## config.mk

```make
export PLATFORM = sky130hd
export DESIGN_NAME = ap1000_bp_dcm_lock_sequencer
export DESIGN_NICKNAME = d
export VERILOG_FILES = /design/src/rtl/ap1000_bp_clk_pkg.sv /design/src/rtl/ap1000_bp_sync2.sv /design/src/rtl/ap1000_bp_dcm_lock_sequencer.sv
export SDC_FILE = /design/constraint.sdc
export NUM_CORES = 1
export LEC_CHECK = 0
export ABC_CLOCK_PERIOD_IN_PS = 3000
export CORE_ASPECT_RATIO = 0.8
export CORE_MARGIN = 2
export CORE_UTILIZATION = 59
export CTS_BUF_LIST = sky130_fd_sc_hd__clkbuf_4 sky130_fd_sc_hd__clkbuf_8 sky130_fd_sc_hd__clkbuf_16
export DETAILED_ROUTE_END_ITERATION = 10
export PLACE_DENSITY_LB_ADDON = 0.1
export SETUP_SLACK_MARGIN = 0.1
export SYNTH_ARGS = -nofsm -noshare
export SYNTH_HDL_FRONTEND = slang
export SYNTH_SLANG_ARGS = --single-unit
```

## constraint.sdc

```tcl
create_clock -name sys_clk -period 3 [get_ports sys_clk]
set_input_delay 0.3 -clock sys_clk [delete_from_list [all_inputs] [get_ports sys_clk]]
set_output_delay 0.3 -clock sys_clk [all_outputs]
set_load 0.1 [all_outputs]
```

## src/rtl/ap1000_bp_clk_pkg.sv

```systemverilog
// Shared definitions for the AP1000 board clock bring-up logic: the DCM
// lock sequencer state encoding and the synchronizer depth.
package ap1000_bp_clk_pkg;

  localparam int SYNC_DEPTH = 2;

  typedef enum logic [2:0] {
    DCM_RST   = 3'd0,
    WAIT_LOCK = 3'd1,
    WAIT_DDR  = 3'd2,
    STABLE    = 3'd3,
    RUN       = 3'd4,
    FAIL      = 3'd5
  } dcm_state_e;

endpackage

```

## src/rtl/ap1000_bp_sync2.sv

```systemverilog
// Multi-flop level synchronizer for one asynchronous lock input.
// Resets to 0 so that an unqualified lock never looks high after reset.
module ap1000_bp_sync2
  import ap1000_bp_clk_pkg::*;
(
  input  logic clk,
  input  logic rst_n,
  input  logic d,
  output logic q
);

  logic [SYNC_DEPTH-1:0] sync_q;

  always_ff @(posedge clk or negedge rst_n) begin
    if (!rst_n) sync_q <= '0;
    else        sync_q <= {sync_q[SYNC_DEPTH-2:0], d};
  end

  assign q = sync_q[SYNC_DEPTH-1];

endmodule

```

## src/rtl/ap1000_bp_dcm_lock_sequencer.sv

```systemverilog
// DCM bring-up sequencer: pulses the DCM reset, waits for PLB/OPB then DDR
// lock, qualifies all three locks, then releases the system reset.
// Optional retry limit with a terminal FAIL state: AP1000_DCM_RETRY_LIMIT_EN.
module ap1000_bp_dcm_lock_sequencer
  import ap1000_bp_clk_pkg::*;
#(
  parameter int RST_CYCLES    = 4,
  parameter int LOCK_TIMEOUT  = 100000,
  parameter int STABLE_CYCLES = 1024,
  parameter int CNT_W         = 20,
  parameter int RETRY_W       = 4,
  parameter int MAX_RETRIES   = 8
) (
  input  logic               sys_clk,
  input  logic               sys_rst_n,
  input  logic               plb_dcm_locked,
  input  logic               opb_dcm_locked,
  input  logic               ddr_fb_dcm_locked,
  output logic               plb_dcm_rst,
  output logic               sys_rst,
  output logic               clocks_ready,
  output logic [RETRY_W-1:0] retry_cnt,
  output logic               lock_lost,
  output logic               dcm_fail
);

  if (RST_CYCLES < 3 || MAX_RETRIES < 1 || LOCK_TIMEOUT < 1 || STABLE_CYCLES < 1 ||
      RST_CYCLES > 2**CNT_W || LOCK_TIMEOUT > 2**CNT_W || STABLE_CYCLES > 2**CNT_W) begin : g_cfg_err
    $error("ap1000_bp_dcm_lock_sequencer: illegal parameter combination");
  end

  localparam logic [CNT_W-1:0] RST_LAST     = CNT_W'(RST_CYCLES - 1);
  localparam logic [CNT_W-1:0] TIMEOUT_LAST = CNT_W'(LOCK_TIMEOUT - 1);
  localparam logic [CNT_W-1:0] STABLE_LAST  = CNT_W'(STABLE_CYCLES - 1);

  logic plb_s, opb_s, ddr_s;

  ap1000_bp_sync2 u_sync_plb (.clk(sys_clk), .rst_n(sys_rst_n), .d(plb_dcm_locked),    .q(plb_s));
  ap1000_bp_sync2 u_sync_opb (.clk(sys_clk), .rst_n(sys_rst_n), .d(opb_dcm_locked),    .q(opb_s));
  ap1000_bp_sync2 u_sync_ddr (.clk(sys_clk), .rst_n(sys_rst_n), .d(ddr_fb_dcm_locked), .q(ddr_s));

  dcm_state_e       state_q, state_d;
  logic [CNT_W-1:0] cnt_q;
  logic             retry_req, lost_req;
  logic             pair_locked, all_locked;

  assign pair_locked = plb_s & opb_s;
  assign all_locked  = pair_locked & ddr_s;

  // NOTE: every variable gets a default before the case so no path leaves
  // one unassigned; otherwise synthesis infers a latch.
  always_comb begin
    state_d   = state_q;
    retry_req = 1'b0;
    lost_req  = 1'b0;
    unique case (state_q)
      DCM_RST:   if (cnt_q == RST_LAST) state_d = WAIT_LOCK;
      WAIT_LOCK: begin
        // A lock arriving on the timeout cycle still counts as success.
        if (pair_locked)                 state_d   = WAIT_DDR;
        else if (cnt_q == TIMEOUT_LAST)  retry_req = 1'b1;
      end
      WAIT_DDR: begin
        if (!pair_locked)                retry_req = 1'b1;
        else if (ddr_s)                  state_d   = STABLE;
        else if (cnt_q == TIMEOUT_LAST)  retry_req = 1'b1;
      end
      STABLE: begin
        if (!all_locked)                 retry_req = 1'b1;
        else if (cnt_q == STABLE_LAST)   state_d   = RUN;
      end
      RUN: begin
        if (!all_locked) begin
          retry_req = 1'b1;
          lost_req  = 1'b1;
        end
      end
      FAIL:    state_d = FAIL;
      default: state_d = DCM_RST;
    endcase

`ifdef AP1000_DCM_RETRY_LIMIT_EN
    if (retry_req) state_d = (retry_cnt == RETRY_W'(MAX_RETRIES - 1)) ? FAIL : DCM_RST;
`else
    if (retry_req) state_d = DCM_RST;
`endif
  end

  // Outputs decode the next state so they switch on the same edge as the FSM.
  // NOTE: sequential state uses non-blocking assignments so every register
  // samples pre-edge values regardless of statement order.
  always_ff @(posedge sys_clk or negedge sys_rst_n) begin
    if (!sys_rst_n) begin
      state_q      <= DCM_RST;
      cnt_q        <= '0;
      plb_dcm_rst  <= 1'b1;
      sys_rst      <= 1'b1;
      clocks_ready <= 1'b0;
      retry_cnt    <= '0;
      lock_lost    <= 1'b0;
    end else begin
      state_q      <= state_d;
      cnt_q        <= (state_d != state_q) ? '0 : cnt_q + 1'b1;
      plb_dcm_rst  <= (state_d == DCM_RST) || (state_d == FAIL);
      sys_rst      <= (state_d != RUN);
      clocks_ready <= (state_d == RUN);
      lock_lost    <= lock_lost | lost_req;
      if (retry_req && (retry_cnt != '1)) retry_cnt <= retry_cnt + 1'b1;
    end
  end

`ifdef AP1000_DCM_RETRY_LIMIT_EN
  always_ff @(posedge sys_clk or negedge sys_rst_n) begin
    if (!sys_rst_n) dcm_fail <= 1'b0;
    else            dcm_fail <= (state_d == FAIL);
  end
`else
  assign dcm_fail = 1'b0;
`endif

endmodule

```

## Word-level counts from Yosys, hierarchy flattened

Index checks and enable logic that the tools add are counted.

| cells by class | value |
|---|---|
| add/subtract/negate cells | 2 |
| eq/ne operators | 13 |
| mux-type cells | 16 |
| bitwise logic cells | 3 |
| reductions and logical operators | 5 |

Operators with widths:

| operator | count |
|---|---|
| $mux W3 | 7 |
| $add A20 B1 Y20 const B | 1 |
| $eq A20 B10 Y1 const B | 1 |
| $eq A20 B17 Y1 const B | 1 |
| $eq A20 B2 Y1 const B | 1 |
| $mux W20 | 1 |
| $pmux W3 S6 | 1 |
| $eq A3 B3 Y1 const B | 4 |
| $eq A3 B2 Y1 const B | 2 |
| $logic_not A3 Y1 | 2 |
| $mux W1 | 6 |
| $add A4 B1 Y4 const B | 1 |
| $ne A4 B4 Y1 const B | 1 |
| $eq A3 B1 Y1 const B | 1 |
| $ne A3 B3 Y1 | 1 |
| $ne A3 B3 Y1 const B | 1 |
| $pmux W1 S3 | 1 |
| $and A1 B1 Y1 | 2 |
| $reduce_or A2 Y1 | 1 |
| $logic_and A1 B1 Y1 | 1 |
| $logic_or A1 B1 Y1 | 1 |
| $or A1 B1 Y1 | 1 |

| word-level totals | value |
|---|---|
| register bits | 37 |
| input bits | 5 |
| output and inout bits | 9 |
| word-level logic and storage cells | 49 |

## Depth between registers and ports, before layout

Gate-level depths: netlist of the first run.

| depth | value |
|---|---|
| depth in word-level cells | 8 |
| depth in mapped cells | 8 |
| gate-level depth less buffers | 7 |

## Cells and area by module

Synthesis of the first run repeated with hierarchy kept, for this count alone.

| unflattened totals | value |
|---|---|
| cells, all modules | 192 |
| area total of the unflattened synthesis | 2055.7 um^2 |

By module, submodules not included:

| module | instances | cells each | area an instance (um^2) | seq. area each (um^2) |
|---|---|---|---|---|
| ap1000_bp_dcm_lock_sequencer | 1 | 186 | 1905.6 | 778.2 |
| ap1000_bp_sync2 | 3 | 2 | 50.0 | 50.0 |

## Worst setup path before layout of the first run

No wires, ideal clock.

| timing | value |
|---|---|
| path type | reg2reg |
| start | register cnt_q[0] |
| end | register cnt_q[16] |
| library setup time | 79 ps |
| arrival time | 2027 ps |
| data required time | 2921 ps |
| path slack | 894 ps |
| stages on the path, launching flop included | 9 |
| buffers on the path | 1 |
| period minus slack after synthesis | 2106 ps |
| path through | dfrtp_1 > ha_1 > and4_1 > nand2_1 > o32ai_2 > a211o_2 > nor2_1 > buf_6 > mux2i_1 |

| on the way | value |
|---|---|
| cells in the longest elaborated chain, start to end | 8 |
| elaborated cells on any way between the ends | 16 |
| those cells by class | add/sub: 1; eq/ne: 4; mux: 11 |

RTL lines:

| what | line | RTL |
|---|---|---|
| start, declared | ap1000_bp_dcm_lock_sequencer.sv:43 | `logic [CNT_W-1:0] cnt_q;` |
| start signal, assigned | ap1000_bp_dcm_lock_sequencer.sv:103 | `cnt_q <= (state_d != state_q) ? '0 : cnt_q + 1'b1;` |
| $eq A20 B17 Y1 | ap1000_bp_dcm_lock_sequencer.sv:61, ap1000_bp_dcm_lock_sequencer.sv:66 |  |
| $mux W1 | ap1000_bp_dcm_lock_sequencer.sv:61, ap1000_bp_dcm_lock_sequencer.sv:66 |  |
| $mux W1 | ap1000_bp_dcm_lock_sequencer.sv:65 | `else if (ddr_s) state_d = STABLE;` |
| $mux W1 | ap1000_bp_dcm_lock_sequencer.sv:64 | `if (!pair_locked) retry_req = 1'b1;` |
| $pmux W1 S3 | ap1000_bp_dcm_lock_sequencer.sv:56 | `unique case (state_q)` |
| $mux W3 | ap1000_bp_dcm_lock_sequencer.sv:85 | `if (retry_req) state_d = DCM_RST;` |
| $ne A3 B3 Y1 | ap1000_bp_dcm_lock_sequencer.sv:103 |  |
| $mux W20 (*) | ap1000_bp_dcm_lock_sequencer.sv:103 |  |

Every way passes the cells marked *; elsewhere a longest branch is shown, timed or not.
A chain may end at the register's enable or synchronous reset.

## Worst setup path in the final report of the first run

| timing | value |
|---|---|
| start | register cnt_q[0] |
| end | register cnt_q[4] |

Same word-level chain as after synthesis.

==> results of run 1 <==
[power groups by stage]
stage          registers (W)  logic, W  clock network [W]
3_3_place_gp        0.000664  0.000847                  0
5_1_grt             0.000669  0.000927           0.000542
3_5_place_dp        0.000665  0.000853                  0
6_report            0.000658  0.000858           0.000504
2_1_floorplan       0.000882  0.000488                  0
4_1_cts             0.000656  0.000856           0.000512
[critical path: cells and delay by family, from the launching register on]
kind / cells / cell delay (ps)
simple gates: 4 / 860
flops: 1 / 430
buf+inv: 1 / 240
fa+ha+maj: 1 / 270
compound gates: 2 / 510
[sequential cells by signal, indices dropped and copies added (netlist names)]
name               cells
u_sync_ddr.sync_q      2
sys_rst                1
lock_lost              1
u_sync_opb.sync_q      2
u_sync_plb.sync_q      2
clocks_ready           1
cnt_q                 20
retry_cnt              4
plb_dcm_rst            1
state_q                3
[through the flow]
stage	cell area [um2]	hold WS, ps	instances
detailed placement	2350	337	290
global route	2480	160	298
CTS	2480	126	298
global placement	2350	333	290
floorplan	2260	4.41	244
finish	2480	88.3	298
[final timing paths]
path	startpoint	endpoint	slack [ps]
max	cnt_q[0]$_DFF_PN0_	cnt_q[4]$_DFF_PN0_	600
min	sys_rst_n	cnt_q[3]$_DFF_PN0_	90
max reg2reg	cnt_q[0]$_DFF_PN0_	cnt_q[4]$_DFF_PN0_	600
min reg2reg	u_sync_plb.sync_q[0]$_DFF_PN0_	u_sync_plb.sync_q[1]$_DFF_PN0_	350
max in group asynchronous	sys_rst_n	cnt_q[12]$_DFF_PN0_	2410
min in group sys_clk	u_sync_plb.sync_q[0]$_DFF_PN0_	u_sync_plb.sync_q[1]$_DFF_PN0_	350
[area by class of cell]
type / instances / area share
clock buffer: 5 / 0.0277
clock inverter: 3 / 0.0262
inverter: 5 / 0.00755
multi-input combinational: 188 / 0.490
sequential: 37 / 0.374
tap: 44 / 0.0222
timing repair buffer: 16 / 0.0524
[routing by layer]
layer	vias up	GRT usage	part of all wire
li1	887	-	-
met1	838	0.350	0.52
met4	0	0.0635	0.013
met5	-	0	0
met2	42	0.314	0.43
met3	6	0.0561	0.045
[Yosys cell counts, types with 3 or more instances]
cell type | count | share of area
nor2_1 | 21 | 0.035
dfrtp_1 | 35 | 0.39
mux2i_1 | 9 | 0.040
clkbuf_1 | 5 | 0.0083
o21ai_1 | 5 | 0.011
inv_1 | 5 | 0.0083
nand3_1 | 16 | 0.035
nand4_1 | 8 | 0.022
nor2b_1 | 7 | 0.019
xor2_1 | 4 | 0.015
nor4_1 | 6 | 0.017
xnor2_1 | 15 | 0.058
and3_1 | 3 | 0.0083
o2bb2ai_1 | 7 | 0.027
nand3b_1 | 14 | 0.046
nand2_1 | 30 | 0.050
and4_1 | 3 | 0.012
nor3_1 | 8 | 0.018
[cells by family (layout without fill, tap and decap cells)]
| logic type | after synthesis | count (layout) | synth area share |
|---|---|---|---|
| simple gates | 129 | 129 | 0.314 |
| flops | 37 | 37 | 0.411 |
| compound gates | 26 | 26 | 0.0874 |
| xor+xnor | 19 | 19 | 0.0736 |
| buf+inv | 19 | 29 | 0.0515 |
| mux | 11 | 11 | 0.0498 |
| fa+ha+maj | 2 | 2 | 0.0111 |
| other cells | 1 | 1 | 0.00166 |
==> run summary, run 1 <==
Seq pwr share -> 0.326
Clock tree root buffer cell -> clkbuf_8
Post-synth ARST share -> 1.00
Logic pwr share -> 0.425
Largest buffer count on any clock path -> 2
Clock transition at path regs -> 70 ps
Die area -> 4350 um2
Cell breakdown of the critical path -> ha_1, nand4_1, nor3_1, nand3_1, a31oi_1, nor2_2, buf_4, o2bb2ai_1
Worst Setup End Kind -> flip-flop
Type of the setup path with the least slack -> flip-flop to flip-flop
Total Power -> 0.00202 W
EDFF count, synth -> 0
Number of global-route vias before repair -> 1,528
Via count -> 1,773
Outcome -> finished clean
Synthesized net count -> 251
Clock power frac -> 0.249
H-tree levels -> 2
Ys flop type -> dfrtp_1
Clk_lat worst skew -> 280 ps
Post-DP HPWL -> 3.04 mm
Crit path required time -> 3200 ps
Ratio of cells with drive above 1 in the final layout -> 0.134
Final Core Density -> 0.666
CTS tree -> built
Iter 0 DRT Violations -> 245
Sw frac -> 0.426
Net load switching power -> 0.000861 W
Layout area overhead -> 9.91%
Worst-Margin Slew -> 960 ps
Reg2Reg Depth -> 8
Setup TNS -> 0 ps
Initial Util -> 0.606
Pwr per Cell Area -> 813 nW/um2
Crit share post-route -> 0.799
Synth Warn # -> 0
# resized after CTS -> 0
Syn Std Cell Area -> 2260 um2
Num rows -> 20
Peak VDD IR -> 598 uV
Max stage delay cell, worst path -> nor3_1
Initial antenna violation count -> 0
DR vias/cell -> 5.95
P_int -> 0.00116 W
Syn Inst Count -> 244
# setup viols final -> 0
Die width -> 73.2 um
Hold Vio Cnt, Final -> 0
Setup Skew -> 1.83 ps
Detail Route Antenna Nets -> 0
P_leak -> 0.964 nW
Top-level I/O count -> 14
ANT cells -> 0
Port Buffers -> 12
Fmax -> 417 MHz
Multi-input logic area -> 1220 um2
Setup crit start kind -> flip-flop
Max-slew violations -> 0
Grt total ovfl -> 0
Most frequent cells in the layout -> dfrtp_1 (35), nand2_1 (30), nor2_1 (20), nand3_1 (16), xnor2_1 (15)
Drt total wl -> 4.44 mm
Sequential cell area -> 928 um2
Post-synth cell types -> 50
Pre-Repair DR Iteration Count -> 4
Pre-CTS WS -> 655 ps
Largest net degree at the start of global routing -> 38
Worst Hold Class -> input port to asynchronous set/reset pin
Number of clock sinks -> 37
Fin crit period -> 2400 ps
RSZ-0062 raised after global routing -> no
Final Wtd Congestion -> 0.819
DR DRC count -> 0
First-pass GRT wire length -> 7.40 mm
Setup bufs post-CTS -> 0
Die H -> 59.4 um
Maxcap violations -> 0
Setup ws final -> 603 ps
Delay of the slowest cell on the worst path -> 460 ps
CP arrival -> 2600 ps
Synth Register Bits -> 37
Register area share after synthesis -> 0.411
Slew HR -> 0.358
Hold-fix buffers at CTS -> 0
Tot GR Track Use -> 0.227
Post-Syn Area per Cell -> 9.27 um2
CP max FO -> 21
Core Box Area -> 3730 um2
Most common cell after layout, fill and taps aside -> dfrtp_1
Final-layout fill cell count -> 306
Post-layout nets -> 260
CTS buffer count -> 5
Routed length per placed instance -> 14.9 um
No activity file was read; power rests on OpenSTA's default activity.
==> inputs of run 2 (changes only) <==
--- a/config.mk
+++ b/config.mk
@@ -5,10 +5,10 @@
 export SDC_FILE = /design/constraint.sdc
 export NUM_CORES = 1
 export LEC_CHECK = 0
-export ABC_CLOCK_PERIOD_IN_PS = 3000
+export ABC_CLOCK_PERIOD_IN_PS = 1900
 export CORE_ASPECT_RATIO = 0.8
 export CORE_MARGIN = 2
-export CORE_UTILIZATION = 59
+export CORE_UTILIZATION = 53
 export CTS_BUF_LIST = sky130_fd_sc_hd__clkbuf_4 sky130_fd_sc_hd__clkbuf_8 sky130_fd_sc_hd__clkbuf_16
 export DETAILED_ROUTE_END_ITERATION = 10
 export PLACE_DENSITY_LB_ADDON = 0.1
==> constraint.sdc (replaced) <==
create_clock -name sys_clk -period 1.9 [get_ports sys_clk]
set_input_delay 0.19 -clock sys_clk [delete_from_list [all_inputs] [get_ports sys_clk]]
set_output_delay 0.19 -clock sys_clk [all_outputs]
set_load 0.1 [all_outputs]
==> run summary, run 2 (synthesized netlist as in run 1, its figures left out) <==
Worst Hold Class -> input port to flip-flop
Type of the setup path with the least slack -> flip-flop to flip-flop
Flip-flop count of the largest register after layout -> 20 (unchanged)
Largest buffer count on any clock path -> 2 (unchanged)
Num rows -> 21 (+5.0%)
DR DRC count -> 0 (unchanged)
H-tree levels -> 2 (unchanged)
Net load switching power -> 0.00155 W (+80%)
Peak VDD IR -> 868 uV (+45%)
GRT met3 Usage -> 0.0405 (-0.0157)
Via count -> 2,012 (+13%)
Top-level I/O count -> 14 (unchanged)
Outcome -> complete, but fails checks
Most common cell after layout, fill and taps aside -> buf_4
Final Core Density -> 0.717 (+0.0509)
Failing checks -> setup timing
CP arrival -> 2310 ps (-290 ps)
Placed Cells -> 342 (+18%)
Largest reg by FF count -> cnt_q
CP max FO -> 4 (-81%)
Setup ws final -> -172 ps (-775 ps)
GR Layer Usage met1 -> 0.351 (+0.00109)
Clock power frac -> 0.162 (-0.087)
Reg2Reg Setup Slack -> -170 ps (-770 ps)
Setup TNS -> -3020 ps (-3020 ps)
Hold Vio Cnt, Final -> 0 (unchanged)
Crit path required time -> 2140 ps (-1060 ps)
Die area -> 4810 um2 (+11%)
Ratio of cells with drive above 1 in the final layout -> 0.321 (+0.187)
Clock tree root buffer cell -> clkbuf_8
Fin crit period -> 2070 ps (-325 ps)
Tot GR Track Use -> 0.248 (+0.0204)
Final Wtd Congestion -> 0.959 (+17%)
Setup crit start kind -> flip-flop
Layout area overhead -> 31.7%
P_leak -> 1.22 nW (+27%)
CTS tree -> built
Routed length per placed instance -> 15.9 um (+6.6%)
Initial Util -> 0.545 (-0.0618)
Worst Setup End Kind -> flip-flop
Initial antenna violation count -> 0 (unchanged)
Core Box Area -> 4150 um2 (+11%)
Post-DP HPWL -> 3.77 mm (+24%)
Setup Skew -> 3.24 ps (+1.41 ps)
Drt total wl -> 5.65 mm (+27%)
Port Buffers -> 12 (unchanged)
CTS buffer count -> 5 (unchanged)
Number of global-route vias before repair -> 1,926 (+26%)
Iter 0 DRT Violations -> 147 (-40%)
# setup viols final -> 27 (+27)
Detail Route Antenna Nets -> 0 (unchanged)
ANT cells -> 0 (unchanged)
Biggest regs -> cnt_q x20, retry_cnt x4, state_q x3
GR peak layer -> met2
Fmax -> 483 MHz (+16%)
DR vias/cell -> 5.65 (-5.0%)
Final Non-Filler Cells -> 356 (+19%)
Number of clock sinks -> 37 (unchanged)
Most frequent cells in the layout -> buf_4 (49), dfrtp_1 (33), nand2_1 (26), nor2_1 (20), nand3_1 (16)
Die H -> 62.4 um (+5.1%)
Die width -> 77.0 um (+5.2%)
Sw frac -> 0.454 (+0.0274)
Clk_lat worst skew -> 300 ps (+20 ps)
Logic pwr share -> 0.533 (+0.108)
Pre-Repair DR Iteration Count -> 4 (unchanged)
Max-slew violations -> 0 (unchanged)
Met2 Usage GRT -> 0.385 (+0.0708)
Seq pwr share -> 0.305 (-0.021)
Pwr per Cell Area -> 1150 nW/um2 (+41%)
Maxcap violations -> 0 (unchanged)
Crit share post-route -> 1.09 (+0.292)
Post-layout nets -> 305 (+17%)
Largest net degree at the start of global routing -> 29 (-24%)
Clock transition at path regs -> 80 ps (about the same)
Grt total ovfl -> 0 (unchanged)
First-pass GRT wire length -> 9.24 mm (+25%)
Final-layout fill cell count -> 330 (+7.8%)
RSZ-0062 raised after global routing -> yes
Hold WS -> 339 ps (+251 ps)
P_int -> 0.00186 W (+61%)
-- run 2: final cells by class --
class / count / area (um2) / share of cell area
multi-input cells: 189 / 1370 / 0.461
flip-flops and latches: 37 / 931 / 0.313
repair buffers: 60 / 498 / 0.167
well taps: 57 / 71.3 / 0.0239
clock buffers: 5 / 68.8 / 0.0231
inverters: 5 / 18.8 / 0.00630
clock inverters: 3 / 17.5 / 0.00588
-- run 2: worst max-delay path, stage by stage, from the launching register on --
cell and delay (ps):
dfrtp_1 420, nor4_4 300, buf_4 170, nand3_4 70, or4_4 480, or2_1 250
a21oi_2 190, and2_1 140
-- run 2: routing by layer --
| layer | up-vias | share of wire |
|---|---|---|
| met5 | - | 0 |
| li1 | 975 | - |
| met4 | 0 | 0.019 |
| met1 | 973 | 0.47 |
| met2 | 52 | 0.47 |
| met3 | 12 | 0.049 |
-- run 2: repair_timing --
item                                    CTS  global route
endpoints found under the setup margin   28            30
resized for setup                         5            15
pin swaps                                 7             6
endpoints found under the hold margin    17             0
hold buffers                              1             0
gates cloned                              1             0
setup buffers                             2             2
-- run 2: worst paths after layout --
kind,from,to,depth (start not counted)
min in group asynchronous,sys_rst_n,cnt_q[16]$_DFF_PN0_,2
worst min register to register,u_sync_plb.sync_q[0]$_DFF_PN0_,u_sync_plb.sync_q[1]$_DFF_PN0_,0
worst max-delay path,cnt_q[14]$_DFF_PN0_,clocks_ready$_DFF_PN0_,7
max in group asynchronous,sys_rst_n,sys_rst$_DFF_PN1_,3
worst min-delay path,plb_dcm_locked,u_sync_plb.sync_q[0]$_DFF_PN0_,1
worst max register to register,cnt_q[14]$_DFF_PN0_,clocks_ready$_DFF_PN0_,7
-- run 2: power by group through the flow --
stage | registers [W] | logic (W) | clock network, W
after CTS | 0.00103 | 0.00170 | 0.000568
after floorplan | 0.00141 | 0.000835 | 0
after global placement | 0.00104 | 0.00161 | 0
final | 0.00104 | 0.00182 | 0.000553
after detailed placement | 0.00105 | 0.00164 | 0
after global routing | 0.00105 | 0.00196 | 0.000603
-- run 2: metrics by stage --
step	worst slack, ps	cell area (um2)	power [W]
2_1_floorplan	-38.8	2330	0.00224
3_3_place_gp	-82.9	2730	0.00266
3_5_place_dp	-151	2730	0.00269
4_1_cts	-127	2870	0.00331
5_1_grt	-252	2980	0.00361
6_report	-172	2980	0.00341
